File: src/rtl/accum_sequencer_if.sv
// Control and handshake bundle between the accumulate-loop sequencer and
// its surroundings: run request/limit/abort in, datapath selects and
// enables plus run status out.
interface accum_sequencer_if #(
    parameter int CNT_W = 8
);
    logic             start;
    logic [CNT_W-1:0] limit;
    logic             abort;
    logic             sum_cout;
    logic             nSel;
    logic             sumSel;
    logic             adderMuxSel;
    logic             nEn;
    logic             sumEn;
    logic             outBuf;
    logic             busy;
    logic             done;
    logic             ovf;

    // Requester/datapath side: issues runs, returns the adder carry.
    modport master (
        output start, limit, abort, sum_cout,
        input  nSel, sumSel, adderMuxSel, nEn, sumEn, outBuf, busy, done, ovf
    );

    // Sequencer side: consumes requests, drives every datapath control.
    modport slave (
        input  start, limit, abort, sum_cout,
        output nSel, sumSel, adderMuxSel, nEn, sumEn, outBuf, busy, done, ovf
    );
endinterface

File: src/rtl/accum_sequencer.sv
// Moore control unit for the accumulate-loop datapath. Runs
// sum = 1 + 2 + ... + L on request, loads the output buffer, pulses done,
// and keeps a sticky flag if the datapath adder carried out during the run.
module accum_sequencer #(
    parameter int CNT_W = 8
) (
    input  logic                clk,
    input  logic                rst,
    accum_sequencer_if.slave    bus
);

    typedef enum logic [2:0] {
        IDLE = 3'd0,
        INIT = 3'd1,
        INC  = 3'd2,
        ADD  = 3'd3,
        OUT  = 3'd4,
        DONE = 3'd5
    } state_t;

    state_t           state;
    state_t           nextState;
    logic [CNT_W-1:0] limitQ;
    logic [CNT_W-1:0] cnt;
    logic             ovfQ;
    logic             abortable;

    // An abort only cancels a run from the working states; IDLE and DONE ignore it.
    assign abortable = bus.abort &&
                       ((state == INIT) || (state == INC) ||
                        (state == ADD)  || (state == OUT));

    assign bus.ovf = ovfQ;

    // State register, forced back to IDLE the moment reset asserts.
    always_ff @(posedge clk or negedge rst) begin
        if (!rst) begin
            state <= IDLE;
        end else begin
            state <= nextState;
        end
    end

    // Loop limit capture, iteration count and sticky overflow; an aborted cycle leaves ovf untouched.
    always_ff @(posedge clk or negedge rst) begin
        if (!rst) begin
            limitQ <= '0;
            cnt    <= '0;
            ovfQ   <= 1'b0;
        end else begin
            case (state)
                IDLE: begin
                    if (bus.start) begin
                        limitQ <= bus.limit;
                    end
                end
                INIT: begin
                    if (!bus.abort) begin
                        cnt  <= '0;
                        ovfQ <= 1'b0;
                    end
                end
                INC: begin
                    cnt <= cnt + {{(CNT_W-1){1'b0}}, 1'b1};
                end
                ADD: begin
                    if (!bus.abort && bus.sum_cout) begin
                        ovfQ <= 1'b1;
                    end
                end
                default: begin
                end
            endcase
        end
    end

    // Next-state selection plus datapath controls decoded from the current state only.
    always_comb begin
        nextState       = IDLE;
        bus.nSel        = 1'b0;
        bus.sumSel      = 1'b0;
        bus.adderMuxSel = 1'b0;
        bus.nEn         = 1'b0;
        bus.sumEn       = 1'b0;
        bus.outBuf      = 1'b0;
        bus.busy        = 1'b0;
        bus.done        = 1'b0;
        case (state)
            IDLE: begin
                nextState = bus.start ? INIT : IDLE;
            end
            INIT: begin
                bus.busy  = 1'b1;
                bus.nEn   = 1'b1;
                bus.sumEn = 1'b1;
                nextState = (limitQ == '0) ? OUT : INC;
            end
            INC: begin
                bus.busy        = 1'b1;
                bus.adderMuxSel = 1'b1;
                bus.nSel        = 1'b1;
                bus.nEn         = 1'b1;
                nextState       = ADD;
            end
            ADD: begin
                bus.busy   = 1'b1;
                bus.sumSel = 1'b1;
                bus.sumEn  = 1'b1;
                nextState  = (cnt == limitQ) ? OUT : INC;
            end
            OUT: begin
                bus.busy   = 1'b1;
                bus.outBuf = 1'b1;
                nextState  = DONE;
            end
            DONE: begin
                bus.busy  = 1'b1;
                bus.done  = 1'b1;
                nextState = IDLE;
            end
            default: begin
                nextState = IDLE;
            end
        endcase
        if (abortable) begin
            nextState = IDLE;
        end
    end

endmodule

File: src/flat_wrapper.sv
// flat-port wrapper written by rule: the top's interface ports become plain ports
module accum_sequencer_flat 
#(
    parameter int CNT_W = 8
)
  (clk, rst, bus_start, bus_limit, bus_abort, bus_sum_cout, bus_nSel, bus_sumSel, bus_adderMuxSel, bus_nEn, bus_sumEn, bus_outBuf, bus_busy, bus_done, bus_ovf);
  accum_sequencer_if #(.CNT_W(CNT_W)) bus_i ();
  input  logic clk;
  input  logic rst;
  input wire logic [$bits(bus_i.start)-1:0] bus_start;
  input wire logic [$bits(bus_i.limit)-1:0] bus_limit;
  input wire logic [$bits(bus_i.abort)-1:0] bus_abort;
  input wire logic [$bits(bus_i.sum_cout)-1:0] bus_sum_cout;
  output wire logic [$bits(bus_i.nSel)-1:0] bus_nSel;
  output wire logic [$bits(bus_i.sumSel)-1:0] bus_sumSel;
  output wire logic [$bits(bus_i.adderMuxSel)-1:0] bus_adderMuxSel;
  output wire logic [$bits(bus_i.nEn)-1:0] bus_nEn;
  output wire logic [$bits(bus_i.sumEn)-1:0] bus_sumEn;
  output wire logic [$bits(bus_i.outBuf)-1:0] bus_outBuf;
  output wire logic [$bits(bus_i.busy)-1:0] bus_busy;
  output wire logic [$bits(bus_i.done)-1:0] bus_done;
  output wire logic [$bits(bus_i.ovf)-1:0] bus_ovf;
  assign bus_i.start = bus_start;
  assign bus_i.limit = bus_limit;
  assign bus_i.abort = bus_abort;
  assign bus_i.sum_cout = bus_sum_cout;
  assign bus_nSel = bus_i.nSel;
  assign bus_sumSel = bus_i.sumSel;
  assign bus_adderMuxSel = bus_i.adderMuxSel;
  assign bus_nEn = bus_i.nEn;
  assign bus_sumEn = bus_i.sumEn;
  assign bus_outBuf = bus_i.outBuf;
  assign bus_busy = bus_i.busy;
  assign bus_done = bus_i.done;
  assign bus_ovf = bus_i.ovf;
  accum_sequencer #(.CNT_W(CNT_W)) u_core (.clk(clk), .rst(rst), .bus(bus_i));
endmodule
File: config.mk
export PLATFORM = sky130hd
export DESIGN_NAME = accum_sequencer_flat
export DESIGN_NICKNAME = d
export VERILOG_FILES = /design/src/rtl/accum_sequencer_if.sv /design/src/rtl/accum_sequencer.sv /design/src/flat_wrapper.sv
export SDC_FILE = /design/constraint.sdc
export NUM_CORES = 1
export LEC_CHECK = 0
export BUFFER_PORTS_ARGS = -buffer_cell sky130_fd_sc_hd__buf_4
export CAP_MARGIN = 15
export CORE_UTILIZATION = 45
export CTS_CLUSTER_SIZE = 40
export DETAILED_ROUTE_END_ITERATION = 8
export PLACE_DENSITY = 0.69
export SYNTH_ARGS = -nofsm -noshare
export SYNTH_HDL_FRONTEND = slang
export SYNTH_SLANG_ARGS = --single-unit
File: constraint.sdc
create_clock -name clk -period 3.65 [get_ports clk]
set_clock_uncertainty 0.05 [all_clocks]
set_input_delay 0.1825 -clock clk [delete_from_list [all_inputs] [get_ports clk]]
set_output_delay 0.1825 -clock clk [all_outputs]
set_load 0.01 [all_outputs]
==> results of run 1 <==
-- repair_timing --
action / CTS / global route
hold buffers: 1 / 0
gates resized for setup: 0 / 0
hold endpoints to repair: 20 / 0
-- metal layers --
layer  routed length (um)  global-route usage  share of wire
met2                 1012              0.3156           0.47
met4                   29             0.08333          0.014
met1                 1010              0.2514           0.47
met5                    0                   0              0
met3                   80             0.02727          0.038
-- synth_stat cells, types with 2 or more instances --
library cell / number / share of area
dfrtp_1: 20 / 0.47
o21ai_0: 11 / 0.052
nand2_1: 9 / 0.032
mux2_2: 8 / 0.085
nor2_1: 8 / 0.028
xor2_1: 7 / 0.058
nor3_1: 5 / 0.024
and3_1: 4 / 0.024
clkbuf_1: 3 / 0.011
nor2b_1: 3 / 0.018
nor4_1: 3 / 0.018
a21oi_1: 2 / 0.0094
a31oi_1: 2 / 0.012
mux2i_1: 2 / 0.019
nand2b_1: 2 / 0.012
nand4_1: 2 / 0.012
nor3b_1: 2 / 0.014
xnor2_1: 2 / 0.016
-- cells by family (layout without fill, tap and decap cells) --
| kind of cell | after synthesis | in the layout | share of synthesized area |
|---|---|---|---|
| DFF | 20 | 20 | 0.4711 |
| adders and majority gates | 1 | 1 | 0.01178 |
| and+or+nand+nor | 43 | 43 | 0.2167 |
| AOI/OAI and AO/OA | 17 | 17 | 0.08834 |
| muxes | 10 | 10 | 0.1037 |
| buffers and inverters | 7 | 28 | 0.03415 |
| xor gates and xnor gates | 9 | 9 | 0.07421 |
-- path summary, 6_finish.rpt --
| path | from | to | slack (ps) | depth (start not counted) |
|---|---|---|---|---|
| max in group asynchronous | rst | u_core.limitQ[2] | 3110 | 2 |
| hold / removal | bus_limit[3] | u_core.limitQ[3] | 50 | 2 |
| setup reg to reg | u_core.state[1] | u_core.cnt[7] | 1800 | 5 |
| setup / recovery | u_core.state[1] | bus_nSel | 1740 | 3 |
| min in group asynchronous | rst | u_core.cnt[2] | 220 | 2 |
| hold reg to reg | u_core.cnt[7] | u_core.cnt[7] | 460 | 1 |
-- through the flow --
stage	cells	setup slack [ps]	area, um2	util
floorplan	107	2028	1062	-
global placement	151	1894	1231	0.5566
detailed placement	151	1816	1231	0.5566
CTS	156	1744	1277	0.5775
global route	156	1651	1277	0.5775
finish	156	1744	1277	0.5775
-- area by class of cell --
cell class | instances | area share
multi-input combinational | 80 | 0.4114
sequential | 20 | 0.3918
clock buffer | 4 | 0.02840
tap | 28 | 0.02742
timing repair buffer | 22 | 0.1312
inverter | 2 | 0.009794
-- worst reg2reg max path, stage by stage, from the launching register on --
cell and delay [ps]:
dfrtp_1 610, or3b_1 510, clkinv_4 120, and3_1 180, nand4_1 120, mux2i_1 140
-- flip-flops by register name, indices dropped and copies added (netlist names) --
register / cells
u_core.limitQ: 8
u_core.state: 3
u_core.bus.ovf: 1
u_core.cnt: 8
-- where the power goes --
part           leakage [nW]  switching, W  internal, W
clock                0.0210     0.0000699    0.0000609
combinational         0.330      0.000103     0.000128
sequential            0.254     0.0000806     0.000282
total                 0.605      0.000253     0.000472
==> impl_metrics.ini, run 1 <==
[cells_and_area]
antenna_cells = 0
register_area_um2 = 500.5
syn2layout_area_growth_pct = 20.26
layout_commonest_cell = buf_4
fill_cells = 210
multiInputGateArea_um2 = 525.5
layout_common_cells = buf_4, dfrtp_1, o21ai_0, nand2_1
drive_above_1_share = 0.2813
nets = 143

[clock_network]
clock-root-buffer = clkbuf_4
clk_pin_slew_ps = 120
cts_max_level = 1
tritoncts = yes
clockBufferDepth = 2
cts_inserted_buffers = 3
postCtsSetupBuffers = 0
clock-sinks = 20
clkLatencyLatePin_ps = 310

[pwr]
powerDensity_mw_per_mm2 = 567.4
ir_worst_vdd_v = 0.0003972
finalPower_w = 0.0007249
power.leakage_nw = 0.6049

[yosys]
syn_inst = 107
avgSynthCellArea_um2 = 9.928
synth-warning-count = 0
yosysSeqAreaShare = 0.4711
yosys_register_bits = 20
async_reset_ff_frac = 1.000
synth-edff-count = 0
synthFlopType = dfrtp_1
yosys.cell_types.count = 30
synthesis.area_mm2 = 0.001062
synth_nets = 121

[setup_path]
crit_chain = or3b_1, clkinv_4, buf_4
cp.arrival_ps = 1670
worst-path-buf-inv = 2
cp_top_family = flip-flops
critPathKind = flip-flop to output port
crit_fanout = 15
required_ps = 3420
endpoint_kind = output port
worst_setup_path_start_kind = flip-flop
crit_slowest_cell = dfrtp_1
max_stage_delay_ps = 610

[timing]
max_freq_mhz = 524.5
slew_viol_final = 0
worst_pin_slew_ps = 598.8
finalCritPeriodShare = 0.5223
tns_ps = 0
period_minus_slack_ps = 1906
whs_ps = 47.11
maxSlewHeadroom = 0.5986
finalHoldViolations = 0
rsz0062_at_grt = no
setup_viol = 0

[route]
first_iter_violations = 11
drc = 0
wl_um = 2133
route.vias.total = 835
post_drt_wl_per_cell_um = 13.67
vias_per_cell = 5.353
ant_nets = 0
drt-pass1-iter-count = 4

[grt]
grt_remaining_overflow = 0
grt_usage = 0.1926
grt_pass1_wl_um = 3629
grt_pass1_vias = 825
antenna_found_initial = 0
grt_max_degree = 21

[floorplanning]
coreArea_mm2 = 0.002212
start_util = 0.4802
die_height_um = 50.59
ios = 22
die_x_um = 50.59
rows = 17
die_area_mm2 = 0.002559

[min_path]
hp-class = input port to flip-flop

[placement]
io_buffers = 21
globalplace.congestion = 0.7938
dpl.hpwl_um = 1587

[flow_run]
max-cap-violations = 0

[status]
outcome = finished clean
Power figures use the tool's default switching activity.
==> run 2: changes to the inputs <==
--- a/config.mk
+++ b/config.mk
@@ -10,7 +10,7 @@
 export CORE_UTILIZATION = 45
 export CTS_CLUSTER_SIZE = 40
 export DETAILED_ROUTE_END_ITERATION = 8
-export PLACE_DENSITY = 0.69
+export PLACE_DENSITY = 0.71
 export SYNTH_ARGS = -nofsm -noshare
 export SYNTH_HDL_FRONTEND = slang
 export SYNTH_SLANG_ARGS = --single-unit
==> constraint.sdc (replaced) <==
create_clock -name clk -period 1.55 [get_ports clk]
set_clock_uncertainty 0.05 [all_clocks]
set_input_delay 0.0775 -clock clk [delete_from_list [all_inputs] [get_ports clk]]
set_output_delay 0.0775 -clock clk [all_outputs]
set_load 0.01 [all_outputs]
==> impl_metrics.ini, run 2 (same netlist as run 1, synthesis figures left out) <==
[route]
route.vias.total = 960
drc = 0
drt-pass1-iter-count = 4
wl_met1_um = 1091
wl_um = 2446
first_iter_violations = 15
route.met3.wl_um = 83
vias_per_cell = 5.393
wl_met2_um = 1224
post_drt_wl_per_cell_um = 13.74
ant_nets = 0
top_layer = met4

[setup_path]
worst_setup_path_start_kind = flip-flop
cp_top_family = flip-flops
cp.arrival_ps = 1420
endpoint_kind = output port
critPathKind = flip-flop to output port
required_ps = 1420
worst-path-buf-inv = 3
crit_fanout = 9
max_stage_delay_ps = 430
crit_chain = buf_6, buf_8, xnor2_2, nor2_1, buf_4
crit_slowest_cell = dfrtp_1

[flow_run]
max-cap-violations = 0

[timing]
max_freq_mhz = 647.6
period_minus_slack_ps = 1544
worst_pin_slew_ps = 403.0
maxSlewHeadroom = 0.7288
rsz0062_at_grt = yes
finalHoldViolations = 0
tns_ps = 0
slew_viol_final = 0
finalCritPeriodShare = 0.9963
whs_ps = 78.59
setup_viol = 0

[placement]
io_buffers = 21
dpl.hpwl_um = 1670
globalplace.congestion = 0.8519
dpl_cell_area_mm2 = 0.001313

[clock_network]
cts_max_level = 1
clock-sinks = 20
clk_pin_slew_ps = 100
clkLatencyLatePin_ps = 300
clockBufferDepth = 2
cts_inserted_buffers = 3
tritoncts = yes
clock-root-buffer = clkbuf_4

[status]
outcome = finished clean

[pwr]
power.leakage_nw = 0.7245
powerDensity_mw_per_mm2 = 1202
p_seq_frac = 0.445
pwr-share-clk = 0.129
intPower_w = 0.001205
switchingPower_w = 0.0006359
ir_worst_vdd_v = 0.0007625
pwr-share-comb = 0.426
p_sw_frac = 0.3455

[grt]
grt_pass1_vias = 908
grt_pass1_wl_um = 4015
grt_usage = 0.2118
grt_max_degree = 21
antenna_found_initial = 0
grt_remaining_overflow = 0

[cells_and_area]
layout_commonest_cell = buf_4
drive_above_1_share = 0.3733
nets = 166
syn2layout_area_growth_pct = 44.17
antenna_cells = 0
top_regs = u_core.cnt: 8 flops, u_core.limitQ: 8 flops, u_core.state: 3 flops
fill_cells = 174
utilization = 0.6923
stdcell_area_mm2 = 0.001531
layout_common_cells = buf_4, dfrtp_1, dlygate4sd3_1, nand2_1

[min_path]
hp-class = input port to flip-flop

[floorplanning]
ios = 22
die_x_um = 50.59
coreArea_mm2 = 0.002212
rows = 17
start_util = 0.4802
die_area_mm2 = 0.002559
die_height_um = 50.59
-- run 2: changes by cell type in the layout (fill, tap and decap cells not counted), sizes merged --
cell	before	now
dlygate4sd3	1	10
clkbuf	4	3
buf	21	35
-- run 2: path summary, 6_finish.rpt --
path                       depth (start not counted)  slack, ps               end             from
setup reg to reg                                   4         30  u_core.limitQ[5]  u_core.state[2]
hold reg to reg                                    2        460    u_core.bus.ovf   u_core.bus.ovf
max in group asynchronous                          2       1100  u_core.limitQ[4]              rst
setup / recovery                                   5          6           bus_nEn  u_core.state[1]
hold / removal                                     4         80   u_core.state[0]        bus_abort
min in group asynchronous                          2        140    u_core.bus.ovf              rst
-- run 2: final cells by class --
type                       count  area, um2  share of cell area
timing repair buffer          45      397.9              0.2598
inverter                       2      12.51            0.008170
tap                           28      35.03             0.02288
clock buffer                   3      22.52             0.01471
sequential                    20      500.5              0.3268
multi-input combinational     80      563.0              0.3676
-- run 2: repair_timing --
item,in CTS,in global routing
setup buffers,2,2
pin swaps,1,4
endpoints found under the setup margin,3,18
gates resized for setup,3,13
hold endpoints to repair,29,0
hold buffers,10,0
-- run 2: per-layer routing --
layer / vias to the layer above / track usage
li1: 460 / -
met5: - / 0
met1: 470 / 0.2571
met3: 6 / 0.03939
met2: 24 / 0.3667
met4: 0 / 0.08333
-- run 2: worst reg2reg max path: stages, from the launching register on --
cell	delay [ps]
dfrtp_1	430
nand2b_2	230
nor3_4	230
buf_12	150
mux2_2	320
-- run 2: power by group through the flow --
| stage | registers, W | clock network (W) | logic (W) |
|---|---|---|---|
| after detailed placement | 0.000831 | 0 | 0.000650 |
| after CTS | 0.000819 | 0.000249 | 0.000703 |
| final | 0.000819 | 0.000238 | 0.000783 |
| after global routing | 0.000848 | 0.000267 | 0.000862 |
| after global placement | 0.000821 | 0 | 0.000630 |
| after floorplan | 0.000793 | 0 | 0.000415 |
-- run 2: stage by stage --
step / setup WS [ps] / std cells / total power [W]
after floorplan: -4.834 / 107 / 0.001208
after global placement: 69.46 / 161 / 0.001451
after detailed placement: 41.47 / 161 / 0.001481
after CTS: -6.543 / 176 / 0.001771
after global routing: -76.60 / 178 / 0.001977
final: 5.808 / 178 / 0.001841
==> run 3: changes to the inputs <==
--- a/config.mk
+++ b/config.mk
@@ -10,7 +10,8 @@
 export CORE_UTILIZATION = 45
 export CTS_CLUSTER_SIZE = 40
 export DETAILED_ROUTE_END_ITERATION = 8
-export PLACE_DENSITY = 0.71
+export GPL_ROUTABILITY_DRIVEN = 0
+export PLACE_DENSITY_LB_ADDON = 0.08
 export SYNTH_ARGS = -nofsm -noshare
 export SYNTH_HDL_FRONTEND = slang
 export SYNTH_SLANG_ARGS = --single-unit
==> impl_metrics.ini, run 3 (same netlist as run 1, synthesis figures left out) <==
[floorplanning]
start_util = 0.4802
die_x_um = 50.59
ios = 22
coreArea_mm2 = 0.002212
rows = 17
die_height_um = 50.59
die_area_mm2 = 0.002559

[setup_path]
worst-path-buf-inv = 1
crit_chain = or3b_4, clkinv_4, and3_1, nand4_1, mux2i_1
cp_top_family = simple AND/OR/NAND/NOR gates
cp.arrival_ps = 1710
critPathKind = flip-flop to flip-flop
crit_slowest_cell = dfrtp_2
reg2reg_slack_ps = 0.4
endpoint_kind = flip-flop
worst_setup_path_start_kind = flip-flop
reg2reg_depth = 5
required_ps = 1710
reg2reg_to = u_core.cnt[7]
max_stage_delay_ps = 460
r2r-start = u_core.state[2]
crit_fanout = 8

[timing]
setup_viol = 0
maxSlewHeadroom = 0.6909
tns_ps = 0
rsz0062_at_grt = yes
finalHoldViolations = 0
slew_viol_final = 0
worst_pin_slew_ps = 459.4
finalCritPeriodShare = 0.9998
max_freq_mhz = 645.3
period_minus_slack_ps = 1550

[route]
route.vias.total = 942
post_drt_wl_per_cell_um = 14.02
vias_per_cell = 5.322
drc = 0
wl_um = 2482
ant_nets = 0
drt-pass1-iter-count = 4
first_iter_violations = 17

[cells_and_area]
nets = 164
final_cells = 177
fill_cells = 172
layout_common_cells = buf_4, dfrtp_1, o21ai_0, dlygate4sd3_1, nand2_1
drive_above_1_share = 0.3624
syn2layout_area_growth_pct = 45.58
layout_commonest_cell = buf_4
top_regs = u_core.cnt: 8 flops, u_core.limitQ: 8 flops, u_core.state: 3 flops
antenna_cells = 0

[clock_network]
cts_inserted_buffers = 3
clkLatencyLatePin_ps = 320
cts_max_level = 1
tritoncts = yes
clk_pin_slew_ps = 120
clock-sinks = 20
clockBufferDepth = 2
clock-root-buffer = clkbuf_4

[min_path]
hp-class = input port to async pin

[placement]
io_buffers = 21
dpl.hpwl_um = 1693
place_inst = 159

[grt]
antenna_found_initial = 0
grt_pass1_vias = 873
grt_usage = 0.2231
grt_pass1_wl_um = 4050
grt_max_degree = 21
grt_remaining_overflow = 0

[flow_run]
max-cap-violations = 0

[pwr]
finalPower_w = 0.001998
powerDensity_mw_per_mm2 = 1292
power.leakage_nw = 0.7276
ir_worst_vdd_v = 0.001020

[status]
outcome = finished clean
-- run 3: routing by layer --
metal,GRT usage,vias to the layer above,part of all wire
met5,0,-,0
met4,0.1111,0,0.021
met3,0.03636,4,0.044
met2,0.3778,23,0.52
met1,0.2729,456,0.41
li1,-,459,-
-- run 3: how the worst max path moves through the flow --
stage / cells after the start / startpoint / slack [ps] / to
CTS: 5 / u_core.state[0] / 20 / u_core.limitQ[1]
floorplan: 6 / u_core.state[1] / -5 / u_core.cnt[7]
detailed placement: 5 / u_core.state[2] / 9 / u_core.cnt[7]
global placement: 5 / u_core.state[2] / 50 / u_core.cnt[7]
global route: 5 / u_core.state[2] / -40 / u_core.cnt[4]
finish: 5 / u_core.state[2] / 0.4 / u_core.cnt[7]
-- run 3: what timing repair did --
| item | 4_1_cts | 5_1_grt |
|---|---|---|
| pin swaps | 0 | 1 |
| cloned | 0 | 0 |
| buffers inserted | 1 | 2 |
| endpoints found under the hold margin | 30 | 0 |
| hold buffers | 11 | 0 |
| setup endpoints to repair | 5 | 17 |
| resized for setup | 5 | 8 |
-- run 3: through the flow --
step	setup slack, ps	utilization	hold slack [ps]	cell area [um2]
6_report	0.3747	0.6991	103.7	1546
5_1_grt	-44.82	0.6991	135.3	1546
4_1_cts	17.64	0.6770	120.3	1498
3_5_place_dp	8.986	0.5922	-81.18	1310
3_3_place_gp	54.09	0.5922	-84.05	1310
2_1_floorplan	-4.834	-	-268.1	1069
-- run 3: power breakdown --
part           switching [W]  leakage [nW]  internal, W
Clock               0.000170        0.0279     0.000262
Sequential          0.000150         0.252     0.000665
Combinational       0.000316         0.447     0.000435
-- run 3: final cells by class --
type,count,area [um2],share of cell area
Multi-Input combinational cell,80,563.0,0.3641
Sequential cell,20,501.7,0.3244
Timing Repair Buffer,43,381.6,0.2468
Tap cell,28,35.03,0.02265
Clock inverter,1,30.03,0.01942
Clock buffer,3,22.52,0.01456
Inverter,2,12.51,0.008091
